===== config.mk =====
export PLATFORM = sky130hd
export DESIGN_NAME = fiapp_pipe
export DESIGN_NICKNAME = d
export VERILOG_FILES = /design/src/rtl/fiapp_pipe.sv
export SDC_FILE = /design/constraint.sdc
export NUM_CORES = 1
export LEC_CHECK = 0
export ABC_AREA = 1
export CAP_MARGIN = 20
export CORE_ASPECT_RATIO = 1.75
export CORE_MARGIN = 5
export CORE_UTILIZATION = 52
export DETAILED_ROUTE_END_ITERATION = 8
export HOLD_SLACK_MARGIN = 0.03
export PLACE_DENSITY = 0.79
export SYNTH_ARGS = -nofsm -noshare
export SYNTH_HDL_FRONTEND = slang
export SYNTH_SLANG_ARGS = --single-unit

===== constraint.sdc =====
create_clock -name clk -period 2.9 [get_ports clk]
set_input_delay 0.435 -clock clk [delete_from_list [all_inputs] [get_ports clk]]
set_output_delay 0.435 -clock clk [all_outputs]
set_load 0.01 [all_outputs]

===== src/rtl/fiapp_pipe.sv =====
// WIDTH-bit, DEPTH-stage register pipeline with an inverted tap, a registered
// observation port and a timed fault injector that corrupts one stage's next value.
module fiapp_pipe #(
  parameter int WIDTH = 8,
  parameter int DEPTH = 3,
  parameter int CNT_W = 8,
  localparam int SEL_W = $clog2(DEPTH)
) (
  input  logic             clk,
  input  logic             reset_n,
  input  logic [WIDTH-1:0] a,
  input  logic             enable,
  output logic [WIDTH-1:0] o1,
  output logic [WIDTH-1:0] o2,
  output logic [WIDTH-1:0] o3,
  input  logic             inj_req,
  input  logic [SEL_W-1:0] inj_stage,
  input  logic [1:0]       inj_mode,
  input  logic [WIDTH-1:0] inj_mask,
  input  logic [WIDTH-1:0] inj_value,
  input  logic [CNT_W-1:0] inj_delay,
  input  logic [CNT_W-1:0] inj_len,
  input  logic             inj_clear,
  output logic             inj_ack,
  output logic             inj_err,
  output logic             inj_busy,
  output logic             inj_active,
  input  logic [SEL_W-1:0] obs_sel,
  output logic [WIDTH-1:0] obs_data
);

  typedef enum logic [1:0] {IDLE, ARMED, ACTIVE, PERM} state_t;

  localparam logic [SEL_W:0] DEPTH_V = (SEL_W+1)'(DEPTH);

  state_t           state_q;
  logic [CNT_W-1:0] cnt_q;
  logic [CNT_W-1:0] len_q;
  logic [SEL_W-1:0] stage_q;
  logic [1:0]       mode_q;
  logic [WIDTH-1:0] mask_q;
  logic [WIDTH-1:0] value_q;
  logic             ack_q;
  logic             err_q;

  logic [WIDTH-1:0] pipe_q [DEPTH];
  logic [WIDTH-1:0] pipe_d [DEPTH];
  logic [WIDTH-1:0] o3_q;
  logic [WIDTH-1:0] obs_q;
  logic [WIDTH-1:0] obs_d;
  logic             fault_on;
  logic             stage_ok;

  function automatic logic [WIDTH-1:0] corrupt(
    input logic [WIDTH-1:0] n,
    input logic [1:0]       mode,
    input logic [WIDTH-1:0] mask,
    input logic [WIDTH-1:0] value
  );
    case (mode)
      2'b00:   return n ^ mask;
      2'b01:   return n & ~mask;
      2'b10:   return n | mask;
      default: return (n & ~mask) | (value & mask);
    endcase
  endfunction

  assign stage_ok = {1'b0, inj_stage} < DEPTH_V;
  // A clear on the same edge makes that write nominal.
  assign fault_on = ((state_q == ACTIVE) || (state_q == PERM)) && !inj_clear;

  generate
    for (genvar gi = 0; gi < DEPTH; gi++) begin : g_stage
      logic [WIDTH-1:0] nom;
      if (gi == 0) begin : g_head
        assign nom = enable ? a : pipe_q[0];
      end else begin : g_body
        assign nom = pipe_q[gi-1];
      end
      assign pipe_d[gi] = (fault_on && (stage_q == SEL_W'(gi)))
                          ? corrupt(nom, mode_q, mask_q, value_q) : nom;
    end
  endgenerate

  always_comb begin
    obs_d = '0;
    for (int i = 0; i < DEPTH; i++) begin
      if (obs_sel == SEL_W'(i)) obs_d = pipe_q[i];
    end
  end

  always_ff @(posedge clk or negedge reset_n) begin
    if (!reset_n) begin
      for (int i = 0; i < DEPTH; i++) pipe_q[i] <= '0;
      o3_q  <= '0;
      obs_q <= '0;
    end else begin
      for (int i = 0; i < DEPTH; i++) pipe_q[i] <= pipe_d[i];
      o3_q  <= ~pipe_q[0];
      obs_q <= obs_d;
    end
  end

  always_ff @(posedge clk or negedge reset_n) begin
    if (!reset_n) begin
      state_q <= IDLE;
      cnt_q   <= '0;
      len_q   <= '0;
      stage_q <= '0;
      mode_q  <= '0;
      mask_q  <= '0;
      value_q <= '0;
      ack_q   <= 1'b0;
      err_q   <= 1'b0;
    end else begin
      ack_q <= 1'b0;
      err_q <= 1'b0;
      case (state_q)
        IDLE: begin
          if (inj_req) begin
            if (!stage_ok) begin
              err_q <= 1'b1;
            end else begin
              ack_q   <= 1'b1;
              stage_q <= inj_stage;
              mode_q  <= inj_mode;
              mask_q  <= inj_mask;
              value_q <= inj_value;
              len_q   <= inj_len;
              if (inj_delay != '0) begin
                state_q <= ARMED;
                cnt_q   <= inj_delay;
              end else if (inj_len != '0) begin
                state_q <= ACTIVE;
                cnt_q   <= inj_len;
              end else begin
                state_q <= PERM;
                cnt_q   <= '0;
              end
            end
          end
        end
        ARMED: begin
          if (inj_clear) begin
            state_q <= IDLE;
            cnt_q   <= '0;
          end else if (cnt_q == CNT_W'(1)) begin
            if (len_q != '0) begin
              state_q <= ACTIVE;
              cnt_q   <= len_q;
            end else begin
              state_q <= PERM;
              cnt_q   <= '0;
            end
          end else begin
            cnt_q <= cnt_q - CNT_W'(1);
          end
        end
        ACTIVE: begin
          if (inj_clear || (cnt_q == CNT_W'(1))) begin
            state_q <= IDLE;
            cnt_q   <= '0;
          end else begin
            cnt_q <= cnt_q - CNT_W'(1);
          end
        end
        default: begin
          if (inj_clear) state_q <= IDLE;
        end
      endcase
    end
  end

  assign o1         = pipe_q[0];
  assign o2         = pipe_q[DEPTH-1];
  assign o3         = o3_q;
  assign obs_data   = obs_q;
  assign inj_ack    = ack_q;
  assign inj_err    = err_q;
  assign inj_busy   = (state_q != IDLE);
  assign inj_active = (state_q == ACTIVE) || (state_q == PERM);

endmodule


### Word-level counts from Yosys, hierarchy flattened

Cells that the tools add are included.

| operators by class | value |
|---|---|
| bitwise logic cells | 15 |
| equal/unequal tests | 14 |
| add/subtract/negate cells | 1 |
| order comparisons | 1 |
| reductions and logical operators | 20 |
| multiplexer cells | 35 |

Operators by type and width:

| kind | number |
|---|---|
| two-way mux 8 bit | 15 |
| one-hot mux 8 bit (3 select lines) | 4 |
| bitwise OR 8 bit | 6 |
| AND 8 bit | 4 |
| nonzero test 8 bit | 3 |
| XOR 8 bit | 3 |
| NOT 8 bit | 2 |
| two-way mux 2 bit | 7 |
| == test 2 bit, second input constant | 5 |
| == test 2 x 1 -> 1 bit, second input constant | 4 |
| == test 8 x 1 -> 1 bit, second input constant | 1 |
| zero test 2 bit | 4 |
| two-way mux 1 bit | 8 |
| subtractor 8 x 1 -> 8 bit, second input constant | 1 |
| != test 2 bit, second input constant | 3 |
| one-hot mux 2 bit (3 select lines) | 1 |
| AND reduction 3 bit | 2 |
| AND reduction 5 bit | 1 |
| logical AND 1 bit | 4 |
| nonzero test 4 bit | 1 |
| != test 3 bit, second input constant | 1 |
| nonzero test 3 bit | 1 |
| logical OR 1 bit | 2 |
| < comparator 2 bit, second input constant | 1 |
| 2 further kinds | 2 |

| word-level totals | value |
|---|---|
| flip-flop bits (word level) | 80 |
| output and inout bits | 36 |
| word-level logic and storage cells | 100 |

### Longest topological paths before layout

| depth | value |
|---|---|
| depth after elaboration | 6 |
| mapped depth | 10 |
| depth with buffers taken out | 10 |

### Worst setup path before layout

Ideal clock, no wire load.

| path | value |
|---|---|
| path kind | register to register |
| from | reg state_q[0] |
| to | reg pipe_q, in the netlist o1[6] |
| setup slack | 1.323 ns |
| cell stages (with the launch flop) | 9 |
| clock period less this slack | 1.577 ns |
| library setup time | 0.135 ns |
| arrival time | 1.442 ns |
| cells stage by stage | dfrtp_1 inv_1 ha_1 or2_2 nand4_1 inv_1 buf_2 o211ai_1 o21ai_1 |

RTL lines:

| what | RTL line | text |
|---|---|---|
| from (decl) | 36 | `state_t state_q;` |
| from (signal assigned) | 106 | `state_q <= IDLE;` |
| from (signal assigned) | 131 | `state_q <= ARMED;` |
| from (signal assigned) | 134 | `state_q <= ACTIVE;` |
| to (decl) | 46 | `logic [WIDTH-1:0] pipe_q [DEPTH];` |

### Worst setup path after layout

| path | value |
|---|---|
| from | reg state_q[0] |
| to | out inj_active |

| on the way | value |
|---|---|
| word-level cells in the longest chain between the ends | 2 |
| elaborated cells between the ends (all ways) | 3 |

Ends and longest elaborated chain:

| what | RTL line | text |
|---|---|---|
| == test 2 bit | 181 | `assign inj_active = (state_q == ACTIVE) \|\| (state_q == PERM);` |
| logical OR 1 bit (*) | 181 |  |
| to (decl) | 27 | `output logic inj_active,` |

Every way passes the cells marked *; elsewhere a longest branch is shown, timed or not.

==> results.toml <==
[outcome]
status = "finished clean"

[clock_network]
cts_made_buffers = 9
clock_path_buffers = 2
cts_tree = "built"
h-tree-depth = 3
insertion_delay_ns = 0.33
cts_root_buf = "clkbuf_16"
clk_pin_slew_ns = 0.06
cts_sinks = 80
cts_setup_buffers = 0

[timing]
fin_crit_sh_pct = 77.94
fin_crit_ns = 2.260
setup_tns_ns = 0
slew_headroom_pct = 36.85
drv_slew = 0
skew_ns = 0.008764
hold_violations = 0
maxClockFrequency_mhz = 442.4
worst_slew_pin_slew_ns = 0.9472
setup_violations = 0
rsz0062_at_grt = "false"

[routing]
vias = 4801
wl_per_cell_microns = 16.49
route.detailed.drc = 0
firstDrtPassIters = 5
drt_wl_total_mm = 13.84
vias_per_cell = 5.722
ant_nets = 0
dr.first_iter.drc_count = 352

[floorplan]
core_area_sq_um = 9468
start_util_pct = 53.24
die_w_microns = 84.43
die-height_microns = 140.3
rows = 47
die_area_sq_um = 11840
num_io_pins = 87

[pwr]
power_frac_comb_pct = 49.6
powerDensity_nw_per_um2 = 958.7
clkPwrFrac_pct = 17.6
ir_worst_vdd_uv = 682.8
swShare_pct = 43.71
switchingPower_uw = 2641
seqPwrFrac_pct = 32.8
p_int_uw = 3401
total_leakage_power_uw = 0.002951

[yosys]
synth-edff-count = 0
yosysMostFrequentCell = "nand2_1"
synth_top_area_share_pct = 39.71
synthesis.nets = 735
syn_inst = 630
yosys.area_share.simple_pct = 20.40
synth-adder-area-share_pct = 13.40
synth_top_family_by_area = "simple AND/OR/NAND/NOR gates"
yosysWarnings = 0
yosys.area.top_type = "dfrtp_1"
avgSynthCellArea_sq_um = 8.002
ys_ff_latch = 80
synth.area.mux_share_pct = 0
yosysSeqAreaShare_pct = 39.71
synth_xor_area_share_pct = 0.3475
synthTopCellsByCount = "nand2_1 (163), dfrtp_1 (80), inv_1 (66)"
async_flop_share_pct = 100.0
synth_compound_gate_area_share_pct = 18.66
ys_top_cells_by_area = "dfrtp_1 (40%), ha_1 (13%), nand2_1 (12%)"
ys.flop_type = "dfrtp_1"
syn_area_sq_um = 5041
netlist-cell-type-count = 28

[placement]
post_dp_cell_area_sq_um = 5991
io_buffers = 86
gp_congestion = 0.8684
hpwl_mm = 9.920

[worst_setup_path]
r2r_cells = 6
cp-start-kind = "flip-flop"
worstPathMaxFanout = 3
worst-endpoint-arrival_ns = 1.83
critical_path_required_ns = 2.47
critical_path_class = "flip-flop to primary output"
crit_path_end_kind = "primary output"

[cells_and_area]
nets = 819
regArea_sq_um = 2002
final_area_sq_um = 6302
num-fill-cells = 770
antennaDiodeCount = 0
drive_above_1_share_pct = 5.858
multi_input_area_sq_um = 2663
area_growth_pct = 25.02

[global_route]
antenna_found_initial = 0
grt_use_met2_pct = 43.92
grt_overflow = 0
grt_usage_pct = 23.50
grt_pass1_vias = 4908
use_met1_pct = 24.92
grt_pass1_wl_mm = 22.54
busiest_layer = "met2"
grt_max_degree = 81
grt_use_met3_pct = 4.818

[flow_run]
maxCapViolations = 0

[hold_path]
hp-class = "input port to async pin"
-- metrics by stage --
stage	util, %	instances	power (uW)	setup slack [ns]	hold WS [ns]
global route	66.57	839	6547	0.4308	0.4918
CTS	66.17	837	6026	0.6245	0.3161
detailed placement	63.27	823	4949	0.3440	0.4622
floorplan	-	630	3889	1.323	0.1394
finish	66.57	839	6042	0.6397	0.4672
global placement	63.27	823	4765	0.4726	0.4601
-- routing by layer --
metal | up-vias | wire (microns)
met3 | 31 | 740
met2 | 195 | 7615
met5 | - | 0
met1 | 2296 | 5158
li1 | 2279 | -
met4 | 0 | 320
-- what timing repair did --
item,4_1_cts,5_1_grt
resized for setup,0,0
hold buffers,0,1
hold endpoints to repair,0,8
setup endpoints to repair,0,0
-- flip-flops by register name, summed over array words and instances, names as in the netlist, 2 cells and up --
name / cells
cnt_q: 8
g_stage.nom: 8
len_q: 8
mask_q: 8
o1: 8
o2: 8
o3: 8
obs_data: 8
value_q: 8
mode_q: 2
stage_q: 2
state_q: 2
-- cells by family (layout without fill, tap and decap cells) --
kind of cell	after synthesis	count (layout)
simple gates	239	239
buf+inv	93	180
fa+ha+maj	54	54
flops	80	80
xor+xnor	2	2
compound gates	162	162
-- path summary, 6_finish.rpt --
path                              end        from  slack, ns
min                             o3[2]     reset_n       0.47
min reg2reg                value_q[6]  value_q[6]       0.47
max                        inj_active  state_q[0]       0.64
max reg2reg                  cnt_q[6]  state_q[0]       0.69
min in group clk           value_q[6]  value_q[6]       0.47
max in group asynchronous       o3[7]     reset_n       1.84
-- cell type report --
cell class                 count  share of cell area, %
clock buffer                  14                  4.348
multi-input combinational    457                  42.25
sequential                    80                  31.76
tap                          122                  2.422
inverter                      72                  4.288
timing repair buffer          94                  14.93
-- placed cells by master, fill, tap and decap left out, drive strengths merged --
cell type / count
buf: 8
nand2: 167
nand3: 26
o22ai: 3
a21o: 1
o21ai: 96
nor2: 34
dfrtp: 80
o211ai: 27
clkdlybuf4s50: 85
nand4: 5
o2111ai: 15
or2: 1
xnor2: 1
ha: 54
nor4: 2
xor2: 1
dlygate4sd3: 1
clkbuf: 14
a21oi: 20
inv: 72
nand3b: 1
nor3: 3
-- power groups by stage --
stage / combinational (uW) / sequential [uW] / clock (uW)
4_1_cts: 2980 / 1970 / 1070
2_1_floorplan: 1950 / 1940 / 0
6_report: 3000 / 1980 / 1060
3_3_place_gp: 2790 / 1970 / 0
5_1_grt: 3390 / 2040 / 1110
3_5_place_dp: 2960 / 1990 / 0
-- critical path, stage by stage, from the launching register on --
cell and delay (ns):
dfrtp_1 0.38, inv_1 0.08, ha_1 0.20, or2_2 0.33
clkdlybuf4s50_1 0.49
(Power assumes the default switching activity.)
